$ cat config.mk
export PLATFORM = sky130hd
export DESIGN_NAME = modport_slave_flat
export DESIGN_NICKNAME = d
export VERILOG_FILES = /design/src/rtl/modport_slave_pkg.sv /design/src/rtl/modport_slave_if.sv /design/src/rtl/modport_slave_sat_counter.sv /design/src/rtl/modport_slave.sv /design/src/flat_wrapper.sv
export SDC_FILE = /design/constraint.sdc
export NUM_CORES = 1
export LEC_CHECK = 0
export ABC_AREA = 1
export CORE_ASPECT_RATIO = 0.5
export CORE_MARGIN = 3
export CORE_UTILIZATION = 25
export CTS_CLUSTER_DIAMETER = 150
export DETAILED_ROUTE_END_ITERATION = 16
export GPL_TIMING_DRIVEN = 0
export PLACE_DENSITY = 0.5
export SLEW_MARGIN = 10
export SYNTH_ARGS = -nofsm -noshare
export SYNTH_HDL_FRONTEND = slang
export SYNTH_SLANG_ARGS = --single-unit
$ cat constraint.sdc
create_clock -name clk -period 2.1 [get_ports clk]
set_clock_uncertainty 0.15 [all_clocks]
set_input_delay 0.525 -clock clk [delete_from_list [all_inputs] [get_ports clk]]
set_output_delay 0.525 -clock clk [all_outputs]
set_load 0.02 [all_outputs]
$ cat src/rtl/modport_slave_pkg.sv
// Shared types for the jelly-bean bus: recipe field encodings, the taste
// grading rule and the default statistics-counter width.
package jelly_bean_pkg;

  localparam int CNT_W_DEFAULT = 8;

  typedef enum logic [2:0] {
    NO_FLAVOR  = 3'd0,
    APPLE      = 3'd1,
    BLUEBERRY  = 3'd2,
    BUBBLE_GUM = 3'd3,
    CHOCOLATE  = 3'd4
  } flavor_e;

  typedef enum logic [1:0] {
    RED   = 2'd0,
    GREEN = 2'd1,
    BLUE  = 2'd2
  } color_e;

  typedef enum logic [1:0] {
    NO_OP = 2'd0,
    READ  = 2'd1,
    WRITE = 2'd2
  } command_e;

  typedef enum logic [1:0] {
    UNKNOWN = 2'd0,
    YUMMY   = 2'd1,
    YUCKY   = 2'd2
  } taste_e;

  // Raw field widths are kept so illegal flavors and reserved colors survive storage.
  typedef struct packed {
    logic [2:0] flavor;
    logic [1:0] color;
    logic       sugar_free;
    logic       sour;
  } recipe_t;

  function automatic taste_e grade(input logic [2:0] flavor, input logic sour);
    if (flavor == NO_FLAVOR || flavor > CHOCOLATE) return UNKNOWN;
    if (flavor == CHOCOLATE && sour) return YUCKY;
    return YUMMY;
  endfunction

endpackage

$ cat src/rtl/modport_slave_if.sv
// Jelly-bean bus: recipe fields and command from the master, taste back
// from the slave, plus the slave's copy of the last written recipe.
interface modport_slave_if;
  import jelly_bean_pkg::*;

  logic [2:0] flavor;
  logic [1:0] color;
  logic       sugar_free;
  logic       sour;
  logic [1:0] command;
  logic [1:0] taste;
  recipe_t    recipe;

  modport master (
    output flavor, color, sugar_free, sour, command,
    input  taste, recipe
  );

  modport slave (
    input  flavor, color, sugar_free, sour, command,
    output taste, recipe
  );

endinterface

$ cat src/rtl/modport_slave_sat_counter.sv
// Up-counter that sticks at its all-ones value instead of wrapping.
module sat_counter #(
  parameter int W = 8
) (
  input  logic         clk,
  input  logic         rst,
  input  logic         inc,
  output logic [W-1:0] count
);

  // NOTE: state is updated with <= so every flop samples pre-edge values.
  always_ff @(posedge clk) begin
    if (rst)
      count <= '0;
    else if (inc && count != '1)
      count <= count + 1'b1;
  end

endmodule

$ cat src/rtl/modport_slave.sv
// Jelly-bean taster: grades each written recipe, keeps the last recipe and
// grade, replays the grade on READ and counts writes / yucky writes.
module modport_slave
  import jelly_bean_pkg::*;
#(
  parameter int CNT_W = CNT_W_DEFAULT
) (
  input  logic             clk,
  input  logic             rst,
  modport_slave_if.slave   bus,
  output logic [CNT_W-1:0] write_count,
  output logic [CNT_W-1:0] yucky_count
);

  recipe_t recipe_q;
  taste_e  grade_q;
  taste_e  taste_q;
  taste_e  grade_d;
  logic    is_write;
  logic    is_yucky_write;

  // NOTE: every always_comb output is assigned on every path, so no latch can form.
  always_comb begin
    grade_d        = grade(bus.flavor, bus.sour);
    is_write       = (bus.command == WRITE);
    is_yucky_write = is_write && (grade_d == YUCKY);
  end

  // NOTE: the stored recipe is a handful of flops, not a RAM, so it takes the reset.
  always_ff @(posedge clk) begin
    if (rst) begin
      recipe_q <= '0;
      grade_q  <= UNKNOWN;
      taste_q  <= UNKNOWN;
    end else begin
      unique0 case (bus.command)
        WRITE: begin
          recipe_q <= '{flavor: bus.flavor, color: bus.color,
                        sugar_free: bus.sugar_free, sour: bus.sour};
          grade_q  <= grade_d;
          taste_q  <= grade_d;
        end
        READ:    taste_q <= grade_q;
        // NO_OP, reserved and unknown commands all answer UNKNOWN.
        default: taste_q <= UNKNOWN;
      endcase
    end
  end

  assign bus.taste  = taste_q;
  assign bus.recipe = recipe_q;

  sat_counter #(.W(CNT_W)) u_write_cnt (
    .clk   (clk),
    .rst   (rst),
    .inc   (is_write),
    .count (write_count)
  );

  sat_counter #(.W(CNT_W)) u_yucky_cnt (
    .clk   (clk),
    .rst   (rst),
    .inc   (is_yucky_write),
    .count (yucky_count)
  );

endmodule

$ cat src/flat_wrapper.sv
// flat-port wrapper written by rule: the top's interface ports become plain ports
module modport_slave_flat import jelly_bean_pkg::*;
#(
  parameter int CNT_W = CNT_W_DEFAULT
)
  (clk, rst, write_count, yucky_count, bus_flavor, bus_color, bus_sugar_free, bus_sour, bus_command, bus_taste, bus_recipe);
  modport_slave_if bus_i ();
  input  logic clk;
  input  logic rst;
  output logic [CNT_W-1:0] write_count;
  output logic [CNT_W-1:0] yucky_count;
  input wire logic [$bits(bus_i.flavor)-1:0] bus_flavor;
  input wire logic [$bits(bus_i.color)-1:0] bus_color;
  input wire logic [$bits(bus_i.sugar_free)-1:0] bus_sugar_free;
  input wire logic [$bits(bus_i.sour)-1:0] bus_sour;
  input wire logic [$bits(bus_i.command)-1:0] bus_command;
  output wire logic [$bits(bus_i.taste)-1:0] bus_taste;
  output wire logic [$bits(bus_i.recipe)-1:0] bus_recipe;
  assign bus_i.flavor = bus_flavor;
  assign bus_i.color = bus_color;
  assign bus_i.sugar_free = bus_sugar_free;
  assign bus_i.sour = bus_sour;
  assign bus_i.command = bus_command;
  assign bus_taste = bus_i.taste;
  assign bus_recipe = bus_i.recipe;
  modport_slave #(.CNT_W(CNT_W)) u_core (.clk(clk), .rst(rst), .bus(bus_i), .write_count(write_count), .yucky_count(yucky_count));
endmodule
==> flow_summary.toml, run 1 <==
[status]
status = "completed"

[floorplanning]
start_util_pct = 27.6
fp.dieH_microns = 56.9
die_area_sq_mm = 0.00614
die_w_microns = 108
num_rows = 17
boundaryPins = 36
core_sq_mm = 0.00470

[synthesis]
ys_ff_latch = 27
synth_area_sq_mm = 0.00130
syn_area_per_cell_sq_um = 7.13
yosys_warnings = 0
synth_edf_count = 0
ys.flop_type = "dfxtp_1"
synth.most_common_cell = "nor2_1"
yosys.cell_types.count = 23
syn-num-nets = 198
syn_inst = 182
async_flop_share_pct = 0
synth_top_cell_area_share_pct = 41.7
yosysTopAreaCell = "dfxtp_1"
ys_seq_area_share_pct = 41.7
yosys-top-cells-area = "dfxtp_1 42%, nor2_1 12%, nand2_1 7.8%"
synth_top_cells_by_count = "42 x nor2_1, 27 x dfxtp_1, 27 x nand2_1, 19 x inv_1, 12 x o21ai_0"

[power]
p_per_area_mw_per_mm2 = 522
p_leak_uw = 0.000752
ir_drop_mv = 0.297

[global_route]
grt_remaining_overflow = 0
grt.total_usage_pct = 10.1
grt_pass1_vias = 1085
grt_pass1_wl_mm = 5.09
grt_max_degree = 15
antenna_found_initial = 0

[final_layout]
syn_to_final_growth_pct = 38.6
drive_above_1_share_pct = 10.3
num_antenna_cells = 0
fin_nets = 240
utilization_pct = 38.2

[setup_path]
r2r_cells = 9
crit_chain = "clkdlybuf4s50_1"
crit_path_max_incr_delay_ns = 0.64
worst_setup_path_end_kind = "output port"
reg2reg_slack_ns = 0.55
start_kind = "register"
criticalPathCategory = "reg -> out"
r2r_start = "u_core.u_yucky_cnt.count[0]"
cp_data_required_time_ns = 1.42
r2r_end = "u_core.u_yucky_cnt.count[0]"
cp.buffers_inverters = 1
slowest_stage = "clkdlybuf4s50_1"
cp.depth = 1
path_delay_family = "buffers and inverters"
cp_max_fo = 5
cp_data_arrival_time_ns = 1.33

[sta]
slew-limit-headroom_pct = 72.0
hold_viol = 0
period_share_pct = 95.6
fmax_mhz = 498
rsz0062_at_grt = "false"
worst_pin_slew_ns = 0.420
post-route-min-period_ns = 2.01
finalWorstSetupSlack_ns = 0.0927
finalSetupViolations = 0
final_max_slew_viol_count = 0

[clocking]
clk_pin_slew_ns = 0.09
clock_latency_ns = 0.27
cts-root-buf = "clkbuf_8"
cts_hold_buffers = 0
htree_levels = 1
cts_tree = "yes"
cts_buffers = 3
clock_sinks = 27
clockBufferDepth = 2

[routing]
wl_per_cell_microns = 10.4
drc = 0
first_pass_iters = 4
route.vias.total = 1221
ant_nets = 0
viasPerCell = 4.22
drt_first_iter_violations = 41
drt-total-wl_mm = 3.00

[place]
place_congestion = 0.754
io_buffers = 35
place_ws_ns = -0.206
hpwl_mm = 2.33

[min_path]
holdPathEnd = "u_core.grade_q[1]"
min_from = "u_core.grade_q[1]"
hold_path.class = "reg -> reg"
whs_path_depth = 2

[run]
maxCapViolCount = 0
-- final cells by class --
type	instances	area, sq um
timing repair buffer	37	368
fill	495	2900
buffer	5	28.8
tap	66	82.6
multi-input combinational	130	658
sequential	27	541
clock buffer	4	45.0
inverter	20	75.1
-- metrics by stage --
stage          hold WS, ns  instance area [sq um]  instances  power, uW  TNS, ns
2_1_floorplan        0.289                   1300        182        599        0
6_report             0.322                   1800        289        939        0
5_1_grt              0.347                   1800        289        992        0
3_3_place_gp         0.307                   1730        283        657    -1.85
4_1_cts              0.328                   1780        287        963        0
3_5_place_dp         0.313                   1730        283        658    -2.23
-- cell usage in the layout (no fill, tap or decap), drive strengths merged --
cell type	instances
a21oi	10
a31oi	3
and3	1
buf	5
clkbuf	6
clkdlybuf4s50	34
dfxtp	27
dlymetal6s2s	1
ha	5
inv	20
nand2	34
nand3	10
nand4	3
nor2	46
nor3	4
o21ai	13
xor2	1
-- metal layers --
metal / GRT usage [%] / vias up / part of all wire [%]
met2: 16.4 / 16 / 45
li1: - / 664 / -
met3: 3.16 / 2 / 4.2
met4: 1.62 / 0 / 0.83
met1: 13.6 / 539 / 50
met5: 0 / - / 0
-- worst reg2reg max path: cells and delay by family (launching register included) --
kind / cells / cell delay, ns
buffers and inverters: 2 / 0.13
and+or+nand+nor: 6 / 0.57
adders and majority gates: 1 / 0.22
DFF: 1 / 0.42
-- sequential cells by signal, indices dropped and copies added (netlist names) --
| register | count |
|---|---|
| u_core.u_write_cnt.count | 8 |
| u_core.u_yucky_cnt.count | 8 |
| u_core.bus.recipe | 7 |
| u_core.bus.taste | 2 |
| u_core.grade_q | 2 |
-- how the worst max path moves through the flow --
stage / from / end / slack, ns
floorplan: bus_flavor[0] / u_core.u_yucky_cnt.count[7] / 0.40
global placement: bus_flavor[0] / u_core.u_yucky_cnt.count[7] / -0.20
detailed placement: bus_flavor[0] / u_core.u_yucky_cnt.count[7] / -0.21
CTS: u_core.u_yucky_cnt.count[3] / yucky_count[3] / 0.04
global route: bus_flavor[1] / u_core.u_yucky_cnt.count[7] / 0.002
finish: u_core.u_yucky_cnt.count[4] / yucky_count[4] / 0.09
-- timing repair --
item                       in CTS  in global routing
setup endpoints to repair       0                  7
resized for setup               0                  3
buffers inserted                0                  2
-- report_power, final --
group          internal [uW]  leakage [uW]  total [uW]  switching (uW)
sequential               525      0.000219         533            7.98
combinational           54.0      0.000510         113            58.7
clock                    136     0.0000228         293             157
-- cell families after synthesis --
| logic type | count (synthesis) | share of synthesized area [%] |
|---|---|---|
| simple gates | 98 | 34.5 |
| flops | 27 | 41.7 |
| compound gates | 26 | 10.3 |
| buf+inv | 25 | 8.00 |
| fa+ha+maj | 5 | 4.82 |
| xor+xnor | 1 | 0.675 |
No activity file was read; power rests on OpenSTA's default activity.
==> inputs of run 2 (changes only) <==
Settings changed: CAP_MARGIN set to 20, CORE_ASPECT_RATIO 0.5 to 0.75.
==> flow_summary.toml, run 2 (synthesis gave the netlist of run 1 again) <==
[setup_path]
worst_setup_path_end_kind = "output port"
critPathCapture = "yucky_count[2]"
cp_data_required_time_ns = 1.42
r2r_end = "u_core.u_write_cnt.count[4]"
crit_path_max_incr_delay_ns = 0.63
crit_chain = "clkdlybuf4s50_1"
slowest_stage = "clkdlybuf4s50_1"
start_kind = "register"
r2r_start = "u_core.u_write_cnt.count[0]"
cp-startpoint = "u_core.u_yucky_cnt.count[2]"
path_delay_family = "buffers and inverters"
reg2reg_slack_ns = 0.56
cp_data_arrival_time_ns = 1.33
cp.depth = 1
cp_max_fo = 5
r2r_cells = 7
criticalPathCategory = "reg -> out"
cp.buffers_inverters = 1

[clocking]
clk_pin_slew_ns = 0.10
clock_sinks = 27
htree_levels = 1
cts_hold_buffers = 0
clock_latency_ns = 0.27
cts_tree = "yes"
clockBufferDepth = 2
cts-root-buf = "clkbuf_8"
cts_buffers = 3

[run]
maxCapViolCount = 0

[routing]
drc = 0
route.vias.total = 1220
first_pass_iters = 4
wl_per_cell_microns = 11.4
viasPerCell = 4.33
drt-total-wl_mm = 3.22
drt_first_iter_violations = 69
ant_nets = 0

[final_layout]
mostFrequentLayoutCells = "41 x nor2_1, 32 x clkdlybuf4s50_1, 27 x nand2_1, 27 x dfxtp_1, 19 x inv_1"
fin_nets = 239
num_antenna_cells = 0
drive_above_1_share_pct = 10.4
syn_to_final_growth_pct = 39.2
design_area_sq_mm = 0.00181
layout_commonest_cell = "nor2_1"

[global_route]
grt_pass1_wl_mm = 5.35
grt_pass1_vias = 1134
grt.total_usage_pct = 11.4
grt_max_degree = 16
antenna_found_initial = 0
grt_remaining_overflow = 0

[floorplanning]
num_rows = 22
die_area_sq_mm = 0.00610
boundaryPins = 36
start_util_pct = 26.2
core_sq_mm = 0.00495
fp.dieH_microns = 68.4
die_w_microns = 89.2

[sta]
finalSetupViolations = 0
fin_tns_setup_ns = 0
rsz0062_at_grt = "false"
whs_ns = 0.332
period_share_pct = 95.7
final_max_slew_viol_count = 0
hold_viol = 0
fmax_mhz = 498
post-route-min-period_ns = 2.01
slew-limit-headroom_pct = 66.0
worst_pin_slew_ns = 0.510

[place]
dpl_cell_area_sq_mm = 0.00172
hpwl_mm = 2.32
place_congestion = 0.771
io_buffers = 35

[status]
status = "completed"

[power]
p_leak_uw = 0.000770
p_per_area_mw_per_mm2 = 527
ir_drop_mv = 0.257

[min_path]
hold_path.class = "reg -> reg"
[run 2: cell count changes in the layout (fill, tap and decap cells not counted), sizes merged]
| cell | before | now |
|---|---|---|
| buf | 5 | 4 |
| clkbuf | 6 | 5 |
| clkdlybuf4s50 | 34 | 32 |
| clkinv | 0 | 1 |
| dlymetal6s2s | 1 | 3 |
[run 2: layout make-up]
class | instances | area (sq um)
Tap cell | 60 | 75.1
Clock inverter | 1 | 5.00
Inverter | 20 | 77.6
Buffer | 5 | 28.8
Fill cell | 549 | 3150
Clock buffer | 3 | 41.3
Timing Repair Buffer | 36 | 369
Sequential cell | 27 | 541
Multi-Input combinational cell | 130 | 668
[run 2: worst min-delay path by stage]
| stage | from | to | slack (ns) | cells past startpoint |
|---|---|---|---|---|
| 6_report | u_core.grade_q[1] | u_core.grade_q[1] | 0.33 | 2 |
| 5_1_grt | u_core.grade_q[1] | u_core.grade_q[1] | 0.37 | 2 |
| 4_1_cts | u_core.grade_q[1] | u_core.grade_q[1] | 0.34 | 2 |
| 3_5_place_dp | u_core.grade_q[1] | u_core.grade_q[1] | 0.31 | 2 |
| 3_3_place_gp | u_core.grade_q[1] | u_core.grade_q[1] | 0.31 | 2 |
| 2_1_floorplan | u_core.grade_q[1] | u_core.grade_q[1] | 0.29 | 2 |
[run 2: report_power, final]
| group | total [uW] | switching (uW) | leakage, uW | internal [uW] |
|---|---|---|---|---|
| Sequential | 533 | 8.38 | 0.000219 | 525 |
| Clock | 301 | 168 | 0.0000255 | 133 |
| Combinational | 116 | 61.3 | 0.000525 | 55.1 |
[run 2: repair_timing]
action / CTS / global route
endpoints found under the setup margin: 0 / 9
buffers inserted: 0 / 1
gates resized for setup: 0 / 8
[run 2: metal layers]
layer  up-vias  wire, microns  track usage (%)
li1        667              -                -
met1       525           1780             17.1
met2        26           1280             16.4
met3         2            134             3.01
met4         0             27             1.67
met5         -              0                0
[run 2: tightest hold or removal path: stages, from the launching register on]
cell and delay (ns):
dfxtp_1 0.32, nand2_1 0.06, a21oi_1 0.06
[run 2: metrics by stage]
stage	utilization (%)	setup slack, ns	std cells	total power, uW
6_report	36.4	0.0904	282	951
5_1_grt	36.4	0.00864	282	1000
4_1_cts	35.7	0.0575	281	967
3_5_place_dp	34.8	-0.224	277	659
3_3_place_gp	34.8	-0.214	277	659
2_1_floorplan	-	0.401	182	599
==> inputs of run 3 (changes only) <==
==> constraint.sdc (replaced) <==
create_clock -name clk -period 1.87 [get_ports clk]
set_clock_uncertainty 0.15 [all_clocks]
set_input_delay 0.4675 -clock clk [delete_from_list [all_inputs] [get_ports clk]]
set_output_delay 0.4675 -clock clk [all_outputs]
set_load 0.01 [all_outputs]
==> flow_summary.toml, run 3 (synthesis gave the netlist of run 1 again) <==
[setup_path]
criticalPathCategory = "reg -> out"
cp_max_fo = 3
r2r_start = "u_core.u_write_cnt.count[0]"
start_kind = "register"
cp.buffers_inverters = 1
cp_data_arrival_time_ns = 1.20
worst_setup_path_end_kind = "output port"
r2r_end = "u_core.u_write_cnt.count[4]"
slowest_stage = "clkdlybuf4s50_1"
r2r_cells = 7
crit_path_max_incr_delay_ns = 0.55
cp-startpoint = "u_core.u_write_cnt.count[4]"
critPathCapture = "write_count[4]"
path_delay_family = "buffers and inverters"
cp.depth = 1
reg2reg_slack_ns = 0.39
crit_chain = "clkdlybuf4s50_1"
cp_data_required_time_ns = 1.25

[final_layout]
mostFrequentLayoutCells = "39 x nor2_1, 26 x nand2_1, 26 x clkdlybuf4s50_1"
fin_cells = 284
fin_nets = 241
layout_commonest_cell = "nor2_1"
utilization_pct = 37.5
drive_above_1_share_pct = 18.8
syn_to_final_growth_pct = 43.2
num_antenna_cells = 0

[sta]
fmax_mhz = 551
period_share_pct = 97.1
hold_viol = 0
finalWorstSetupSlack_ns = 0.0551
rsz0062_at_grt = "false"
post-route-min-period_ns = 1.81
slew-limit-headroom_pct = 73.7
finalSetupViolations = 0
worst_pin_slew_ns = 0.394
final_max_slew_viol_count = 0

[clocking]
clockBufferDepth = 2
cts_buffers = 3
clock_latency_ns = 0.27
clock_sinks = 27
cts-root-buf = "clkbuf_8"
cts_tree = "yes"
htree_levels = 1
cts_hold_buffers = 0
clk_pin_slew_ns = 0.09

[routing]
viasPerCell = 4.32
drt-total-wl_mm = 3.23
first_pass_iters = 4
route.vias.total = 1226
wl_per_cell_microns = 11.4
drt_first_iter_violations = 67
drc = 0
ant_nets = 0

[floorplanning]
start_util_pct = 26.2
num_rows = 22
fp.dieH_microns = 68.4
die_area_sq_mm = 0.00610
boundaryPins = 36
die_w_microns = 89.2
core_sq_mm = 0.00495

[min_path]
min_from = "u_core.grade_q[1]"
hold_path.class = "reg -> reg"

[power]
p_per_area_mw_per_mm2 = 572
p_leak_uw = 0.000848
ir_drop_mv = 0.287
power_uw = 1060

[global_route]
grt_pass1_wl_mm = 5.35
antenna_found_initial = 0
grt_pass1_vias = 1141
grt_max_degree = 16
grt_remaining_overflow = 0
grt.total_usage_pct = 11.3

[place]
place_congestion = 0.771
hpwl_mm = 2.32
place_ws_ns = -0.396
dp.cells = 277
io_buffers = 35

[status]
status = "completed"

[run]
maxCapViolCount = 0
==> run 3: cell count changes in the layout (fill, tap and decap cells not counted), sizes merged <==
cell           previous run  this run
buf                       4         7
clkbuf                    5         4
clkdlybuf4s50            32        26
dlygate4sd2               0         3
dlymetal6s2s              3         6
==> run 3: area by class of cell <==
cell class | instances | area, sq um
plain buffers | 5 | 30.0
repair buffers | 38 | 384
inverters | 20 | 75.1
flip-flops and latches | 27 | 554
well taps | 60 | 75.1
multi-input cells | 130 | 693
clock inverters | 1 | 5.00
clock buffers | 3 | 41.3
fillers | 546 | 3100
==> run 3: worst reg2reg max path: cells and delay by family (launching register included) <==
kind	cells	cell delay (ns)
fa+ha+maj	1	0.20
simple gates	4	0.36
buf+inv	1	0.14
flops	1	0.38
compound gates	1	0.15
==> run 3: timing repair <==
| item | in CTS | in global routing |
|---|---|---|
| setup endpoints to repair | 20 | 24 |
| setup buffers | 1 | 2 |
| pin swaps | 4 | 4 |
| gates resized for setup | 13 | 19 |
==> run 3: worst min-delay path by stage <==
stage	endpoint	slack [ns]	cells past startpoint
after CTS	u_core.grade_q[1]	0.34	2
after floorplan	u_core.grade_q[1]	0.29	2
final	u_core.grade_q[1]	0.33	2
after global placement	u_core.grade_q[1]	0.31	2
after detailed placement	u_core.grade_q[1]	0.31	2
after global routing	u_core.u_yucky_cnt.count[4]	0.36	2
==> run 3: layer usage <==
| layer | vias up | GRT usage [%] | routed length [microns] |
|---|---|---|---|
| li1 | 669 | - | - |
| met1 | 521 | 17.0 | 1780 |
| met2 | 34 | 16.5 | 1260 |
| met3 | 2 | 3.01 | 156 |
| met4 | 0 | 1.67 | 27 |
| met5 | - | 0 | 0 |
==> run 3: where the power goes <==
part           internal, uW  switching [uW]
Combinational          64.4            62.0
Sequential              590            9.31
Clock                   149             188
Total                   803             260
==> run 3: per-stage QoR <==
step                      hold WS (ns)  area (sq um)  setup TNS [ns]
final                            0.331          1860               0
after global routing             0.364          1860               0
after CTS                        0.336          1800               0
after detailed placement         0.311          1720           -7.68
after global placement           0.309          1720           -7.86
after floorplan                  0.289          1300               0
